File: config.mk
export PLATFORM = sky130hd
export DESIGN_NAME = add_seq
export DESIGN_NICKNAME = d
export VERILOG_FILES = /design/src/rtl/add_seq.sv
export SDC_FILE = /design/constraint.sdc
export NUM_CORES = 1
export LEC_CHECK = 0
export ABC_AREA = 1
export CORE_MARGIN = 2
export CORE_UTILIZATION = 31
export DETAILED_ROUTE_END_ITERATION = 10
export PLACE_DENSITY = 0.84
export SLEW_MARGIN = 10
export SYNTH_ARGS = -nofsm -noshare
export SYNTH_HDL_FRONTEND = slang
export SYNTH_SLANG_ARGS = --single-unit
File: constraint.sdc
create_clock -name clk -period 2.08 [get_ports clk]
set_input_delay 0.624 -clock clk [delete_from_list [all_inputs] [get_ports clk]]
set_output_delay 0.624 -clock clk [all_outputs]
set_load 0.01 [all_outputs]
File: src/rtl/add_seq.sv
// add_seq: multi-precision add/subtract sequencer in front of a 32-bit
// combinational adder. Operand beats arrive least-significant first; the
// carry between beats is held here, and each result beat is registered
// together with carry-out, last, signed-overflow and beat-index flags.
//
// state   | meaning
// --------+--------------------------------------------------
// S_IDLE  | expecting the first beat of a chain
// S_CHAIN | mid-chain; r_carry and r_beat hold the next beat's context
module add_seq #(
  parameter int MAX_BEATS = 8,
  parameter int CNT_W     = 4
) (
  input  logic             clk,
  input  logic             rst_n,
  input  logic             In_Valid,
  output logic             In_Ready,
  input  logic [31:0]      In_A,
  input  logic [31:0]      In_B,
  input  logic             In_Cin,
  input  logic             In_First,
  input  logic             In_Last,
  input  logic             In_Sub,
  output logic [31:0]      Add_A,
  output logic [31:0]      Add_B,
  output logic             Add_Cin,
  input  logic [32:0]      Add_Sum,
  output logic             Out_Valid,
  input  logic             Out_Ready,
  output logic [31:0]      Out_Sum,
  output logic             Out_Cout,
  output logic             Out_Last,
  output logic             Out_Ovf,
  output logic [CNT_W-1:0] Out_Beat,
  output logic             Err_Seq,
  output logic             Err_Len
);

  typedef enum logic {S_IDLE, S_CHAIN} state_t;

  state_t             r_state;
  logic               r_carry;
  logic [CNT_W-1:0]   r_beat;
  logic               r_out_valid;
  logic [31:0]        r_out_sum;
  logic               r_out_cout;
  logic               r_out_last;
  logic               r_out_ovf;
  logic [CNT_W-1:0]   r_out_beat;
  logic               r_err_seq;
  logic               r_err_len;

  logic               w_first;
  logic [31:0]        w_bx;
  logic               w_accept;
  logic [CNT_W-1:0]   w_beat;
  logic               w_at_max;
  logic               w_last;
  logic               w_ovf;
  logic               w_seq_err;
  logic               w_len_err;

  // A stray beat in IDLE is treated as a chain start, so first-beat covers it.
  assign w_first   = (r_state == S_IDLE) | In_First;
  assign w_bx      = In_Sub ? ~In_B : In_B;
  assign Add_A     = In_A;
  assign Add_B     = w_bx;
  // Subtract is A + ~B + 1, so the first beat injects the +1.
  assign Add_Cin   = w_first ? (In_Sub ? 1'b1 : In_Cin) : r_carry;

  // No skid buffer: ready is a straight function of the output register.
  assign In_Ready  = !r_out_valid | Out_Ready;
  assign w_accept  = In_Valid & In_Ready;

  assign w_beat    = w_first ? '0 : r_beat;
  assign w_at_max  = (w_beat == CNT_W'(MAX_BEATS - 1));
  assign w_last    = In_Last | w_at_max;
  assign w_ovf     = w_last & (In_A[31] == w_bx[31]) & (Add_Sum[31] != In_A[31]);

  assign w_seq_err = ((r_state == S_IDLE) & !In_First) |
                     ((r_state == S_CHAIN) & In_First);
  assign w_len_err = w_at_max & !In_Last;

  // Chain FSM plus registered result beat; everything advances only on accept.
  always_ff @(posedge clk) begin
    if (!rst_n) begin
      r_state     <= S_IDLE;
      r_carry     <= 1'b0;
      r_beat      <= '0;
      r_out_valid <= 1'b0;
      r_out_sum   <= '0;
      r_out_cout  <= 1'b0;
      r_out_last  <= 1'b0;
      r_out_ovf   <= 1'b0;
      r_out_beat  <= '0;
      r_err_seq   <= 1'b0;
      r_err_len   <= 1'b0;
    end else if (w_accept) begin
      r_out_valid <= 1'b1;
      r_out_sum   <= Add_Sum[31:0];
      r_out_cout  <= Add_Sum[32];
      r_carry     <= Add_Sum[32];
      r_out_beat  <= w_beat;
      r_beat      <= w_beat + CNT_W'(1);
      r_out_last  <= w_last;
      r_out_ovf   <= w_ovf;
      r_state     <= w_last ? S_IDLE : S_CHAIN;
      if (w_seq_err) r_err_seq <= 1'b1;
      if (w_len_err) r_err_len <= 1'b1;
    end else if (Out_Ready) begin
      r_out_valid <= 1'b0;
    end
  end

  assign Out_Valid = r_out_valid;
  assign Out_Sum   = r_out_sum;
  assign Out_Cout  = r_out_cout;
  assign Out_Last  = r_out_last;
  assign Out_Ovf   = r_out_ovf;
  assign Out_Beat  = r_out_beat;
  assign Err_Seq   = r_err_seq;
  assign Err_Len   = r_err_len;

endmodule

==> flow_summary_export.csv <==
group,metric,value,unit
worst_setup_path,cp.arrival,1.41,ns
finish,drive_gt1_share,18.4,%
yosys,ys_seq_elements,47,
placement,gp_congestion,0.783,
global_routing,antenna_found_initial,0,
yosys,ys_types,23,
global_routing,grt_usage,15.3,%
clocking,clk_latency,0.29,ns
outcome,outcome,"finished, final reports clean",
worst_setup_path,worstPathRequired,1.46,ns
yosys,yosysSeqAreaShare,40.0,%
clocking,postCtsHoldBufs,0,
global_routing,grt_start_max_net_pins,30,
sta,finClkSkew,0.00413,ns
clocking,cts.sinks,47,
yosys,synth_edf_count,0,
sta,max_clock_freq,491,MHz
floorplan,die_area,8290,um2
min_path,min_path_type,"flip-flop to flip-flop",
clocking,clk_pin_slew,0.09,ns
clocking,cts_buffers,5,
yosys,synth_area_leaders,"dfxtp_1, xor2_1, buf_4",
sta,finalSetupViolCount,0,
worst_setup_path,critical_path_class,"input port to output port",
sta,timing.final.crit_period,2.04,ns
clocking,clock_path_buffers,2,
pwr,p_per_area,585,nW/um2
detailed_routing,routedWlPerCell,12.7,um
sta,period_share,97.9,%
finish,diodes,0,
yosys,synthFlopType,"dfxtp_1",
yosys,synth_commonest_cells,"nor2_1, dfxtp_1, buf_4, o21ai_0, xor2_1",
sta,relSlewSlack,83.3,%
floorplan,core,7290,um2
floorplan,die_x,91.1,um
detailed_routing,remaining_drc_errors,0,
global_routing,grt_pass1_wl,10400,um
yosys,ys_async_sr_fraction,0,%
pwr,vdd_drop_max,342,uV
sta,hold_ws,0.461,ns
detailed_routing,final_antenna_net_count,0,
detailed_routing,avgViaCountPerCell,4.43,
detailed_routing,wirelength,6690,um
sta,hold_viol_final,0,
detailed_routing,vias,2341,
floorplan,io_pins,213,
global_routing,globalRouteOverflowTotal,0,
yosys,syn_nets,406,
global_routing,grt_pass1_vias,2270,
placement,port_buffers,150,
yosys,synth_top_cell_area_share,40.0,%
detailed_routing,firstDrtPassIters,4,
clocking,clockRootBuffer,"clkbuf_8",
worst_setup_path,critPathCaptureType,"output port",
floorplan,row_count,31,
yosys,yosys_warnings,0,
yosys,synth_top_cell_by_area,"dfxtp_1",
finish,nNetsFinal,535,
yosys,synth_area_per_cell,7.86,um2
clocking,htreeDepth,2,
placement,post-dp-hpwl,5330,um
worst_setup_path,start_kind,"input port",
sta,timing.final.ws_setup,0.0433,ns
worst_setup_path,cp_max_fo,1,
detailed_routing,initialDrtViolationCount,39,
finish,syn_to_final_growth,58.8,%
yosys,syn_inst,299,
clocking,cts_tree,"yes",
placement,place_ws,-0.639,ns
floorplan,die_y,91.1,um
sta,slew_violations,0,
job,drv_cap,0,
pwr,power.leakage,1.64,nW
yosys,synth.cell_area,2350,um2
sta,worst_pin_slew,0.250,ns
floorplan,initial_core_util,32.2,%
yosys,synth.most_common_cell,"nor2_1",
[cell type report]
class	count	area, um2
multi-input cells	189	1010
inverters	14	55.1
well taps	99	124
clock buffers	5	68.8
flip-flops and latches	47	941
clock inverters	3	20.0
repair buffers	171	1520
fillers	711	3560
[worst paths after layout]
path	from	to	depth (start not counted)	slack, ns
worst max-delay path	In_B[6]	Add_B[6]	3	0.04
worst min-delay path	Err_Seq$_SDFFE_PN0P_	Err_Seq$_SDFFE_PN0P_	2	0.46
worst max register to register	r_state$_SDFFE_PN0P_	Out_Ovf$_SDFFE_PN0P_	11	0.38
worst min register to register	Err_Seq$_SDFFE_PN0P_	Err_Seq$_SDFFE_PN0P_	2	0.46
[critical path: stages]
cell and delay, ns:
clkdlybuf4s50_1 0.49, xor2_1 0.14, buf_2 0.15
[flip-flops by register name, summed over array words and instances, names as in the netlist]
signal and flops:
Out_Ovf 1, Out_Cout 1, Out_Last 1, Err_Len 1, Err_Seq 1, r_beat 4
Out_Valid 1, r_state 1, Out_Beat 4, Out_Sum 32
[kinds of logic (layout without fill, tap and decap cells)]
kind of cell,after synthesis,after routing,synth area share (%)
compound gates,54,54,11.5
simple gates,101,101,17.8
fa+ha+maj,2,2,1.06
flops,47,47,40.0
buf+inv,63,193,17.6
xor+xnor,32,32,11.9
[report_power, final]
part           internal (W)  switching (W)  leakage, nW
logic              0.000358       0.000280         1.21
clock network      0.000234       0.000310       0.0402
registers          0.000964      0.0000352        0.389
[metal layers]
layer / share of wire (%) / routed length, um / GRT usage [%] / vias up
met5: 0 / 0 / 0 / -
met4: 2.9 / 193 / 6.19 / 0
met3: 10 / 667 / 5.98 / 22
met2: 51 / 3380 / 28.5 / 119
met1: 37 / 2450 / 15.1 / 1038
li1: - / - / - / 1162
[through the flow]
step	total power, W	setup TNS (ns)	util [%]	area [um2]	std cells
finish	0.00218	0	51.2	3730	528
global route	0.00231	-0.00319	51.2	3730	528
CTS	0.00222	0	50.9	3710	527
detailed placement	0.00172	-14.21	51.8	3770	519
global placement	0.00171	-13.55	51.8	3770	519
floorplan	0.00134	0	-	2350	299
[repair_timing]
action,4_1_cts,5_1_grt
buffers inserted,0,1
setup endpoints to repair,38,5
pin swaps,0,2
gates resized for setup,138,10
[cells in the final DEF (no fill, tap or decap), types with 6 or more instances in the layout]
master / synthesis / layout
dfxtp_1: 47 / 47
xor2_1: 32 / 32
nand2_1: 15 / 13
buf_2: 5 / 32
clkdlybuf4s50_1: 0 / 109
o21ai_1: 6 / 6
o21ai_0: 34 / 33
inv_1: 12 / 11
a21oi_1: 14 / 14
nor2_1: 71 / 71
buf_4: 37 / 19
nand2_2: 5 / 7
Power figures use the tool's default switching activity.
